**src/rtl/bsg_dmc_ui_mux_pkg.sv**
```systemverilog
// Shared types for the DMC UI multi-port mux: UI command encoding and command classification.
package bsg_dmc_ui_mux_pkg;

    typedef enum logic [2:0] {
        WR = 3'b000,
        RD = 3'b001,
        RP = 3'b010,
        WP = 3'b011
    } app_cmd_e;

    typedef enum logic {
        ARB   = 1'b0,
        WDATA = 1'b1
    } ui_mux_state_e;

    localparam int unsigned perf_cnt_width_lp = 32;

    // Anything that is not a write is tracked as a read returning data.
    function automatic logic is_write_cmd(input app_cmd_e cmd);
        return (cmd == WR) || (cmd == WP);
    endfunction

endpackage

```
**src/rtl/bsg_dmc_ui_rd_route.sv**
```systemverilog
// Read-return router: FIFO of granted read port IDs, head decode onto per-port valid/end,
// and a sticky flag for read data arriving with nothing outstanding.
module bsg_dmc_ui_rd_route
    import bsg_dmc_ui_mux_pkg::*;
#(
    parameter int unsigned num_ports_p = 2,
    parameter int unsigned depth_p     = 4,
    parameter int unsigned id_width_p  = $clog2(num_ports_p)
) (
    input  logic                   clk_i,
    input  logic                   reset_i,
    input  logic                   push_i,
    input  logic [id_width_p-1:0]  push_id_i,
    output logic                   full_o,
    input  logic                   rd_valid_i,
    input  logic                   rd_end_i,
    output logic [num_ports_p-1:0] rd_valid_o,
    output logic [num_ports_p-1:0] rd_end_o,
    output logic                   underflow_o
);

    localparam int unsigned ptr_width_lp = $clog2(depth_p);
    localparam int unsigned cnt_width_lp = ptr_width_lp + 1;

    logic [id_width_p-1:0]   mem_q [depth_p];
    logic [ptr_width_lp-1:0] wptr_q, wptr_d, rptr_q, rptr_d;
    logic [cnt_width_lp-1:0] count_q, count_d;
    logic                    underflow_q, underflow_d;
    logic                    empty, full, push, pop;
    logic [id_width_p-1:0]   head;

    assign empty = (count_q == '0);
    assign full  = (count_q == cnt_width_lp'(depth_p));
    assign pop   = rd_valid_i & rd_end_i & ~empty;
    // A push into a full FIFO is fine when the head pops in the same cycle.
    assign push  = push_i & (~full | pop);
    assign head  = mem_q[rptr_q];

    always_comb begin
        wptr_d      = wptr_q;
        rptr_d      = rptr_q;
        count_d     = count_q + cnt_width_lp'(push) - cnt_width_lp'(pop);
        underflow_d = underflow_q | (rd_valid_i & empty);
        if (push) wptr_d = wptr_q + ptr_width_lp'(1);
        if (pop)  rptr_d = rptr_q + ptr_width_lp'(1);
    end

    always_comb begin
        rd_valid_o = '0;
        rd_end_o   = '0;
        if (~empty && ~reset_i) begin
            rd_valid_o[head] = rd_valid_i;
            rd_end_o[head]   = rd_valid_i & rd_end_i;
        end
    end

    always_ff @(posedge clk_i) begin
        if (reset_i) begin
            wptr_q      <= '0;
            rptr_q      <= '0;
            count_q     <= '0;
            underflow_q <= 1'b0;
        end else begin
            wptr_q      <= wptr_d;
            rptr_q      <= rptr_d;
            count_q     <= count_d;
            underflow_q <= underflow_d;
        end
    end

    always_ff @(posedge clk_i) begin
        if (push) mem_q[wptr_q] <= push_id_i;
    end

    assign full_o      = full;
    assign underflow_o = underflow_q;

endmodule

```
**src/rtl/bsg_dmc_ui_mux.sv**
```systemverilog
// Round-robin multi-port front end onto the bsg_dmc app_* interface.
// Optional per-port command/stall counters when BSG_DMC_UI_MUX_PERF_EN is defined.
module bsg_dmc_ui_mux
    import bsg_dmc_ui_mux_pkg::*;
#(
    parameter int unsigned num_ports_p     = 2,
    parameter int unsigned ui_addr_width_p = 28,
    parameter int unsigned ui_data_width_p = 64,
    parameter int unsigned rd_fifo_depth_p = 4
) (
    input  logic                                          ui_clk_i,
    input  logic                                          ui_clk_sync_rst_i,
    input  logic [num_ports_p*ui_addr_width_p-1:0]        p_app_addr_i,
    input  logic [num_ports_p*$bits(app_cmd_e)-1:0]       p_app_cmd_i,
    input  logic [num_ports_p-1:0]                        p_app_en_i,
    output logic [num_ports_p-1:0]                        p_app_rdy_o,
    input  logic [num_ports_p-1:0]                        p_app_wdf_wren_i,
    input  logic [num_ports_p-1:0]                        p_app_wdf_end_i,
    input  logic [num_ports_p*ui_data_width_p-1:0]        p_app_wdf_data_i,
    input  logic [num_ports_p*(ui_data_width_p>>3)-1:0]   p_app_wdf_mask_i,
    output logic [num_ports_p-1:0]                        p_app_wdf_rdy_o,
    output logic [num_ports_p-1:0]                        p_app_rd_data_valid_o,
    output logic [num_ports_p-1:0]                        p_app_rd_data_end_o,
    output logic [ui_data_width_p-1:0]                    p_app_rd_data_o,
    output logic [ui_addr_width_p-1:0]                    app_addr_o,
    output app_cmd_e                                      app_cmd_o,
    output logic                                          app_en_o,
    input  logic                                          app_rdy_i,
    output logic                                          app_wdf_wren_o,
    output logic [ui_data_width_p-1:0]                    app_wdf_data_o,
    output logic [(ui_data_width_p>>3)-1:0]               app_wdf_mask_o,
    output logic                                          app_wdf_end_o,
    input  logic                                          app_wdf_rdy_i,
    input  logic                                          app_rd_data_valid_i,
    input  logic [ui_data_width_p-1:0]                    app_rd_data_i,
    input  logic                                          app_rd_data_end_i,
`ifdef BSG_DMC_UI_MUX_PERF_EN
    output logic [num_ports_p*perf_cnt_width_lp-1:0]      perf_cmd_cnt_o,
    output logic [num_ports_p*perf_cnt_width_lp-1:0]      perf_stall_cnt_o,
`endif
    output logic                                          rd_underflow_o
);

    localparam int unsigned id_width_lp   = $clog2(num_ports_p);
    localparam int unsigned cmd_width_lp  = $bits(app_cmd_e);
    localparam int unsigned mask_width_lp = ui_data_width_p >> 3;

    ui_mux_state_e          state_q, state_d;
    logic [id_width_lp-1:0] rr_q, rr_d, owner_q, owner_d;
    logic [id_width_lp-1:0] winner, idx;
    app_cmd_e               cmd [num_ports_p];
    logic [num_ports_p-1:0] eligible;
    logic                   has_winner, in_arb, in_wdata, accept, burst_done, rd_full, rd_push;

    // Reads are held off while every return slot is already claimed.
    always_comb begin
        for (int i = 0; i < num_ports_p; i++) begin
            cmd[i]      = app_cmd_e'(p_app_cmd_i[i*cmd_width_lp +: cmd_width_lp]);
            eligible[i] = p_app_en_i[i] & (is_write_cmd(cmd[i]) | ~rd_full);
        end
    end

    // Scan downward so the nearest eligible port at or after rr_q wins.
    always_comb begin
        has_winner = 1'b0;
        winner     = rr_q;
        idx        = rr_q;
        for (int k = num_ports_p - 1; k >= 0; k--) begin
            idx = id_width_lp'((int'(rr_q) + k) % int'(num_ports_p));
            if (eligible[idx]) begin
                has_winner = 1'b1;
                winner     = idx;
            end
        end
    end

    always_comb begin
        in_arb         = (state_q == ARB) & ~ui_clk_sync_rst_i;
        in_wdata       = (state_q == WDATA) & ~ui_clk_sync_rst_i;
        app_en_o       = in_arb & has_winner;
        app_addr_o     = p_app_addr_i[winner*ui_addr_width_p +: ui_addr_width_p];
        app_cmd_o      = cmd[winner];
        p_app_rdy_o    = '0;
        if (app_en_o) p_app_rdy_o[winner] = app_rdy_i;
        accept         = app_en_o & app_rdy_i;
        rd_push        = accept & ~is_write_cmd(cmd[winner]);

        app_wdf_wren_o  = in_wdata & p_app_wdf_wren_i[owner_q];
        app_wdf_end_o   = in_wdata & p_app_wdf_end_i[owner_q];
        app_wdf_data_o  = p_app_wdf_data_i[owner_q*ui_data_width_p +: ui_data_width_p];
        app_wdf_mask_o  = p_app_wdf_mask_i[owner_q*mask_width_lp +: mask_width_lp];
        p_app_wdf_rdy_o = '0;
        if (in_wdata) p_app_wdf_rdy_o[owner_q] = app_wdf_rdy_i;
        burst_done      = app_wdf_wren_o & app_wdf_rdy_i & app_wdf_end_o;

        state_d = state_q;
        rr_d    = rr_q;
        owner_d = owner_q;
        if (accept) begin
            rr_d = (winner == id_width_lp'(num_ports_p - 1)) ? '0 : winner + id_width_lp'(1);
            if (is_write_cmd(cmd[winner])) begin
                owner_d = winner;
                state_d = WDATA;
            end
        end
        if (burst_done) state_d = ARB;
    end

    always_ff @(posedge ui_clk_i) begin
        if (ui_clk_sync_rst_i) begin
            state_q <= ARB;
            rr_q    <= '0;
            owner_q <= '0;
        end else begin
            state_q <= state_d;
            rr_q    <= rr_d;
            owner_q <= owner_d;
        end
    end

    bsg_dmc_ui_rd_route #(
        .num_ports_p (num_ports_p),
        .depth_p     (rd_fifo_depth_p),
        .id_width_p  (id_width_lp)
    ) rd_route (
        .clk_i       (ui_clk_i),
        .reset_i     (ui_clk_sync_rst_i),
        .push_i      (rd_push),
        .push_id_i   (winner),
        .full_o      (rd_full),
        .rd_valid_i  (app_rd_data_valid_i),
        .rd_end_i    (app_rd_data_end_i),
        .rd_valid_o  (p_app_rd_data_valid_o),
        .rd_end_o    (p_app_rd_data_end_o),
        .underflow_o (rd_underflow_o)
    );

    assign p_app_rd_data_o = app_rd_data_i;

`ifdef BSG_DMC_UI_MUX_PERF_EN
    logic [num_ports_p-1:0][perf_cnt_width_lp-1:0] cmd_cnt_q, cmd_cnt_d, stall_cnt_q, stall_cnt_d;

    // Saturating per-port accepted-command and stalled-request cycle counts.
    always_comb begin
        cmd_cnt_d   = cmd_cnt_q;
        stall_cnt_d = stall_cnt_q;
        for (int i = 0; i < num_ports_p; i++) begin
            if (p_app_en_i[i] & p_app_rdy_o[i] & ~(&cmd_cnt_q[i]))
                cmd_cnt_d[i] = cmd_cnt_q[i] + perf_cnt_width_lp'(1);
            if (p_app_en_i[i] & ~p_app_rdy_o[i] & ~(&stall_cnt_q[i]))
                stall_cnt_d[i] = stall_cnt_q[i] + perf_cnt_width_lp'(1);
        end
    end

    always_ff @(posedge ui_clk_i) begin
        if (ui_clk_sync_rst_i) begin
            cmd_cnt_q   <= '0;
            stall_cnt_q <= '0;
        end else begin
            cmd_cnt_q   <= cmd_cnt_d;
            stall_cnt_q <= stall_cnt_d;
        end
    end

    assign perf_cmd_cnt_o   = cmd_cnt_q;
    assign perf_stall_cnt_o = stall_cnt_q;
`else
    // No performance counters in this build.
`endif

endmodule
```
**config.mk**
```make
export PLATFORM = sky130hd
export DESIGN_NAME = bsg_dmc_ui_mux
export DESIGN_NICKNAME = d
export VERILOG_FILES = /design/src/rtl/bsg_dmc_ui_mux_pkg.sv /design/src/rtl/bsg_dmc_ui_rd_route.sv /design/src/rtl/bsg_dmc_ui_mux.sv
export SDC_FILE = /design/constraint.sdc
export NUM_CORES = 1
export LEC_CHECK = 0
export CORE_AREA = 3 3 179 181
export CTS_CLUSTER_DIAMETER = 50
export DETAILED_ROUTE_END_ITERATION = 7
export DIE_AREA = 0 0 182 184
export GPL_TIMING_DRIVEN = 0
export PLACE_DENSITY = 0.38
export SLEW_MARGIN = 5
export SYNTH_ARGS = -nofsm -noshare
export SYNTH_HDL_FRONTEND = slang
export SYNTH_HIERARCHICAL = 1
export SYNTH_SLANG_ARGS = --single-unit
```
**constraint.sdc**
```tcl
create_clock -name ui_clk_i -period 4.84 [get_ports ui_clk_i]
set_clock_uncertainty 0.15 [all_clocks]
set_input_delay 1.21 -clock ui_clk_i [delete_from_list [all_inputs] [get_ports ui_clk_i]]
set_output_delay 1.21 -clock ui_clk_i [all_outputs]
set_load 0.01 [all_outputs]
```
# Word level (Yosys, flattened, before mapping)
# Memory sizes are Yosys's and may differ from the RTL's. A register that Yosys moved wholly into a read port is not among the register bits.
# Index checks and enable logic that the tools add are counted.
dict set report totals {
  register_bits 11
  mem_count 1
  elab_cells 103
  output_inout_bits 179
  ramBits 4
  inputBits 282
}
# name depth word_bits read_ports rd_ports_with_merged_regs wr line_no
set mem_list {}
lappend mem_list {rd_route.mem_q 4 1 1 1 1 bsg_dmc_ui_rd_route.sv:25} ;# logic [id_width_p-1:0] mem_q [depth_p];
dict set report classes {
  n_shift 3
  add_sub_neg 6
  multipliers 1
  magnitude_cmp 9
  n_eq_ne 4
  muxes 30
  n_reduce_logical 13
  bitwise_logic 29
}
# cell n
set op_table {}
lappend op_table {{128-bit by 8-bit indexed part select with 64-bit output} 1}
lappend op_table {{56-bit by 7-bit indexed part select with 28-bit output} 1}
lappend op_table {{1-bit 2-to-1 mux} 18}
lappend op_table {{16-bit by 5-bit indexed part select with 8-bit output} 1}
lappend op_table {{1-bit AND} 15}
lappend op_table {{3-bit zero test} 4}
lappend op_table {{2-bit 2-to-1 mux} 6}
lappend op_table {{1-bit by 2-bit < comparator with 1-bit output, second input constant} 5}
lappend op_table {{3-bit by 2-bit == test with 1-bit output, second input constant} 3}
lappend op_table {{3-bit 2-to-1 mux} 3}
lappend op_table {{2-bit AND} 4}
lappend op_table {{1-bit NOT} 5}
lappend op_table {{2-bit by 1-bit adder with 2-bit output, second input constant} 2}
lappend op_table {{1-bit logical AND} 4}
lappend op_table {{1-bit by 3-bit multiplier with 4-bit output, second input constant} 1}
lappend op_table {{1-bit bitwise OR} 4}
lappend op_table {{3-bit by 1-bit adder with 3-bit output} 1}
lappend op_table {{1-bit demux with 1-bit select} 3}
lappend op_table {{3-bit == test, second input constant} 1}
lappend op_table {{1-bit >= comparator, second input constant} 3}
lappend op_table {{1-bit logical OR} 3}
lappend op_table {{3-bit by 1-bit subtractor with 3-bit output} 1}
lappend op_table {{1-bit adder, second input constant} 2}
lappend op_table {{2-bit >= comparator, second input constant} 1}
lappend op_table {{other kinds (3)} 3}

# Logic depth before layout (Yosys ltp)
dict set report logic_depth {
  word_depth 19
  depth_mapped 20
  ltp_nobuf 19
}

# By module
# Netlist, hierarchy kept.
# module n_inst area_each_um2 cells_each
set modules_own_cells {}
lappend modules_own_cells {bsg_dmc_ui_mux 1 1994.4 218}
lappend modules_own_cells {bsg_dmc_ui_rd_route 1 765.7 73}

# Least setup slack after synthesis
# No wires, ideal clock.
dict set report synth_timing {
  kind {input port to flip-flop}
  startpoint {input port p_app_cmd_i[1]}
  endpoint {register rd_route.count_q[2]}
  t_arrival_ps 4203
  n_path_buf 1
  setup_time_ps 78
  setup_slack_ps 409
  cell_stages 19
  required_ps 4612
  path_cell_list {xnor2_1 -> a31oi_2 -> a21oi_1 -> o21bai_2 -> inv_4 -> mux2_4 -> xor2_2 -> nor2_1 -> nor2_1 -> buf_2 -> xor2_1 -> nor3_1 -> a211oi_1 -> ha_1 -> inv_1 -> fa_1 -> xor2_1 -> and2_1 -> nor3_1}
}
dict set report synth_between {
  elab_chain_len 19
  elab_cells_between_ends 27
  classes_between {add/sub: 2; eq/ne: 2; mux: 11; bitwise: 8; reduce/logical: 4}
}
# element line_no
set synth_rtl {}
lappend synth_rtl {{from (decl)} bsg_dmc_ui_mux.sv:14} ;# input logic [num_ports_p*$bits(app_cmd_e)-1:0] p_app_cmd_i,
lappend synth_rtl {{3-bit by 2-bit == test with 1-bit output or 3-bit zero test (tied branches)} bsg_dmc_ui_mux_pkg.sv:20} ;# return (cmd == WR) || (cmd == WP);
lappend synth_rtl {{1-bit logical OR} bsg_dmc_ui_mux_pkg.sv:20}
lappend synth_rtl {{1-bit bitwise OR} bsg_dmc_ui_mux.sv:59} ;# eligible[i] = p_app_en_i[i] & (is_write_cmd(cmd[i]) | ~rd_full);
lappend synth_rtl {{1-bit AND} bsg_dmc_ui_mux.sv:59}
lappend synth_rtl {{1-bit 2-to-1 mux (not written as such) (2 in a row)} bsg_dmc_ui_mux.sv:70} ;# if (eligible[idx]) begin
lappend synth_rtl {{1-bit 2-to-1 mux (2 in a row)} bsg_dmc_ui_mux.sv:70}
lappend synth_rtl {{1-bit NOT with 2-bit output} -}
lappend synth_rtl {{3-bit 2-to-1 mux * (3 in a row)} -}
lappend synth_rtl {{via app_cmd_o[1]} bsg_dmc_ui_mux.sv:26} ;# output app_cmd_e app_cmd_o,
lappend synth_rtl {{3-bit by 2-bit == test with 1-bit output or 3-bit zero test (tied branches)} bsg_dmc_ui_mux_pkg.sv:20}
lappend synth_rtl {{1-bit logical OR *} bsg_dmc_ui_mux_pkg.sv:20}
lappend synth_rtl {{1-bit NOT *} bsg_dmc_ui_mux.sv:86} ;# rd_push = accept & ~is_write_cmd(cmd[winner]);
lappend synth_rtl {{1-bit AND *} bsg_dmc_ui_mux.sv:86}
lappend synth_rtl {{via rd_push} bsg_dmc_ui_mux.sv:53} ;# logic has_winner, in_arb, in_wdata, accept, burst_done, rd_full, rd_push;
lappend synth_rtl {{1-bit AND *} bsg_dmc_ui_rd_route.sv:36} ;# assign push = push_i & (~full | pop);
lappend synth_rtl {{3-bit by 1-bit adder with 3-bit output *} bsg_dmc_ui_rd_route.sv:42} ;# count_d = count_q + cnt_width_lp'(push) - cnt_width_lp'(pop);
lappend synth_rtl {{3-bit by 1-bit subtractor with 3-bit output *} bsg_dmc_ui_rd_route.sv:42}
lappend synth_rtl {{to (signal assigned)} bsg_dmc_ui_rd_route.sv:66} ;# count_q <= count_d;
lappend synth_rtl {{to (decl)} bsg_dmc_ui_rd_route.sv:27} ;# logic [cnt_width_lp-1:0] count_q, count_d;
# The timed path passes the listed nets; every way through them passes the cells marked *. The select of a mux whose other input is x is not followed.
# A chain may end at the register's enable or synchronous reset.

# Final worst setup path
dict set report layout_timing {
  startpoint {input port p_app_cmd_i[2]}
  endpoint {output port app_addr_o[19]}
}
dict set report layout_between {
  elab_chain_len 10
  elab_cells_between_ends 13
  classes_between {mul: 1; eq/ne: 1; shift: 1; mux: 6; bitwise: 2; reduce/logical: 2}
}
# element line_no
set layout_rtl {}
lappend layout_rtl {{3-bit by 2-bit == test with 1-bit output or 3-bit zero test (tied branches)} bsg_dmc_ui_mux_pkg.sv:20}
lappend layout_rtl {{1-bit logical OR *} bsg_dmc_ui_mux_pkg.sv:20}
lappend layout_rtl {{1-bit bitwise OR *} bsg_dmc_ui_mux.sv:59}
lappend layout_rtl {{1-bit AND *} bsg_dmc_ui_mux.sv:59}
lappend layout_rtl {{1-bit 2-to-1 mux (not written as such) (2 in a row)} bsg_dmc_ui_mux.sv:70}
lappend layout_rtl {{1-bit 2-to-1 mux} bsg_dmc_ui_mux.sv:70}
lappend layout_rtl {{1-bit 2-to-1 mux *} bsg_dmc_ui_mux.sv:70}
lappend layout_rtl {{1-bit by 3-bit multiplier with 4-bit output *} bsg_dmc_ui_mux.sv:81} ;# app_addr_o = p_app_addr_i[winner*ui_addr_width_p +: ui_addr_width_p];
lappend layout_rtl {{56-bit by 7-bit indexed part select with 28-bit output *} bsg_dmc_ui_mux.sv:81}
lappend layout_rtl {{to (decl)} bsg_dmc_ui_mux.sv:25} ;# output logic [ui_addr_width_p-1:0] app_addr_o,
# Every way passes the cells marked *; elsewhere a longest branch is shown, timed or not. The select of a mux whose other input is x is not followed.

==> impl_metrics.tcl <==
set metrics [dict create \
    crit_slowest_cell "clkdlybuf4s50_1" \
    cts_buffers 3 \
    p_leak_nw 2.802 \
    required_ns 3.48 \
    max-slew-margin-rel_pct 53.95 \
    hold_class "reg2reg" \
    start_kind "primary input" \
    drv_cap 0 \
    cts_root_buf "clkbuf_16" \
    outcome "completed" \
    syn_to_final_growth_pct 170.4 \
    netlist_area_um2 2760 \
    htree_levels 1 \
    nNetsFinal 989 \
    critPathBufInv 5 \
    holdPathStages 2 \
    wl_met1_um 8111 \
    synthArstFlopShare_pct 0 \
    finalSetupTns_ns 0 \
    drive_gt1_share_pct 28.86 \
    reg2regPathDepth 21 \
    tightest_slew_ns 0.6908 \
    io_pins 461 \
    utilization_pct 24.39 \
    power.switching_w 0.0004144 \
    path_delay_family "buffers and inverters" \
    regToRegSetupSlack_ns 0.47 \
    grt_pass1_wl_um 27150 \
    die_w_um 182 \
    wl_per_cell_um 18.69 \
    seq_area_frac_synth_pct 13.78 \
    syn_nets 579 \
    die-height_um 184 \
    p_comb_share_pct 71.5 \
    die-area_um2 33490 \
    fin_area_um2 7462 \
    core-area_um2 30590 \
    max_stage_delay_ns 0.50 \
    ys_ff_latch 17 \
    min_period_ns 4.732 \
    path_clk_slew_ns 0.05 \
    intPower_w 0.0008600 \
    regArea_um2 380.4 \
    multi_input_area_um2 1881 \
    grt_start_max_net_pins 16 \
    powerDensity_nw_per_um2 170.8 \
    clock_sinks 17 \
    synthCells 291 \
    switching_share_pct 32.52 \
    ctsLongestPathBuffers 2 \
    post-route-period-util_pct 97.76 \
    cpMostUsedCell "clkdlybuf4s50_1" \
    rsz0062_at_grt "yes" \
    gp_congestion 0.7421 \
    ir_worst_vdd_mv 0.1051 \
    cp.arrival_ns 3.37 \
    placed_area_um2 7219 \
    synth_ff_type "dfxtp_1" \
    pwr-share-seq_pct 15.5 \
    path_cells "clkdlybuf4s50_1 -> inv_1 -> a31oi_4 -> a21oi_2 -> o21bai_4 -> inv_4 -> buf_4 -> mux2_2 -> clkdlybuf4s50_1" \
    initial_core_util_pct 9.023 \
    timing.rr.start "rd_route/count_q[2]" \
    synth-edff-count 4 \
    grt.total_usage_pct 10.96 \
    whs_endpoint "rd_route/underflow_o" \
    cts_tree "done" \
    path_max_fanout 10 \
    power_w 0.001274 \
    drv_slew 0 \
    end_kind "output pin" \
    num_vias 3594 \
    worstSkewPairLatency_ns 0.25 \
    crit_type "in2out" \
    met2WireLength_um 10830 \
    top_layer "met5" \
    finalHoldViolCount 0 \
    overflow 0 \
    wl_met3_um 1475 \
    hold_path_startpoint "rd_route/underflow_o" \
    drc 0 \
    drtIter0Drc 60 \
    synth.distinct_cells 45 \
    grt_antenna_before_repair 6 \
    syn_area_per_cell_um2 9.485 \
    yosys_warnings 6 \
    dpl.hpwl_um 18530 \
    setup_violations 0 \
    n_fill_cell 3354 \
    r2r_end "rd_route/count_q[2]" \
    fmax_mhz 211.3 \
    p_clk_share_pct 12.9 \
    wl_um 20520 \
    rows 64 \
    io_buffers 396 \
    firstDrtPassIters 4 \
    vias_per_cell 3.273 \
    drtAntennaViolNets 0 \
    grt_pass1_vias 3935 \
]
## layout make-up
| type | instances | share of cell area (%) |
|---|---|---|
| diodes | 2 | 0.06707 |
| plain buffers | 78 | 7.344 |
| clock buffers | 3 | 1.006 |
| clock inverters | 1 | 0.06707 |
| inverters | 7 | 0.3856 |
| multi-input cells | 189 | 25.20 |
| flip-flops and latches | 17 | 5.097 |
| well taps | 396 | 6.640 |
| repair buffers | 405 | 54.19 |
## power groups by stage
| stage | registers [W] | clock network (W) | logic [W] |
|---|---|---|---|
| floorplan | 0.000194 | 0 | 0.000369 |
| global placement | 0.000201 | 0 | 0.000882 |
| detailed placement | 0.000200 | 0 | 0.000876 |
| CTS | 0.000197 | 0.000171 | 0.000918 |
| global route | 0.000201 | 0.000177 | 0.000985 |
| finish | 0.000198 | 0.000165 | 0.000912 |
## cell usage after synthesis, drive strengths merged (2+ instances only)
master	number	area share (%)
mux2	103	42
buf	68	18
nor2	16	2.2
dfxtp	13	9.4
clkbuf	10	1.4
inv	7	1.0
and2	6	1.4
a21oi	5	0.91
ha	5	2.3
nor2b	5	1.1
nor3	5	1.1
edfxtp	4	4.4
nand2	4	0.54
nor3b	4	1.5
xor2	4	1.5
o21ai	3	0.54
o311ai	3	1.2
a211oi	2	0.54
a31oi	2	0.68
a32oi	2	0.63
and4b	2	0.73
mux2i	2	0.73
nand2b	2	0.45
xnor2	2	0.63
## how the worst max path moves through the flow
stage	slack, ns	cells after the start	startpoint	end
after floorplan	0.41	19	p_app_cmd_i[1]	rd_route/count_q[2]
after global placement	-0.46	20	p_app_cmd_i[1]	rd_route/count_q[2]
after detailed placement	-0.44	20	p_app_cmd_i[0]	rd_route/count_q[2]
after CTS	0.02	9	p_app_cmd_i[2]	app_addr_o[19]
after global routing	-0.1	21	p_app_cmd_i[2]	rd_route/count_q[2]
final	0.11	9	p_app_cmd_i[2]	app_addr_o[19]
## stage by stage
stage                     cells  setup WS, ns  hold WS, ns
after floorplan             291        0.4087       0.3091
after global placement     1083       -0.4631       0.3221
after detailed placement   1083       -0.4375       0.3298
after CTS                  1095       0.01589       0.3455
after global routing       1098      -0.09978       0.3562
final                      1098        0.1082       0.3344
## cells in the final DEF, fill, tap and decap left out, drive strengths merged, types with 2 or more instances in the layout
master,n
mux2,103
a31oi,2
a32oi,2
a21oi,5
clkbuf,13
xor2,4
nand2,4
and4b,2
dlymetal6s2s,3
inv,7
buf,77
nor2b,5
nand2b,2
dlygate4sd2,6
xnor2,2
dfxtp,13
ha,5
and2,6
o21ai,3
a211oi,2
nor3b,4
nor2,16
clkdlybuf4s50,387
nor3,5
o311ai,3
diode,2
mux2i,2
edfxtp,4
## repair_timing
| action | CTS | global route |
|---|---|---|
| resized for setup | 16 | 9 |
| hold buffers | 0 | 0 |
| pin swaps | 8 | 4 |
| endpoints found under the setup margin | 31 | 31 |
| buffers inserted | 8 | 1 |
## tightest hold or removal path, cell delays in order (launching register included)
cell,delay (ns)
dfxtp_1,0.34
a21oi_1,0.05
nor2_1,0.07
## metal layers
| metal | vias up | global-route usage [%] |
|---|---|---|
| li1 | 1781 | - |
| met1 | 1639 | 13.40 |
| met2 | 162 | 19.76 |
| met3 | 8 | 3.324 |
| met4 | 4 | 0.8531 |
| met5 | - | 0 |
## kinds of logic (layout without fill, tap and decap cells)
group           Yosys count  count (layout)  share of synthesized area, %
other cells               0               2                             0
buf+inv                  85             494                         20.54
simple gates             50              50                         10.83
mux                     106             106                         43.97
compound gates           21              21                         5.712
xor+xnor                  6               6                         2.176
flops                    17              17                         13.78
fa+ha+maj                 6               6                         2.992
No activity file was read; power rests on OpenSTA's default activity.
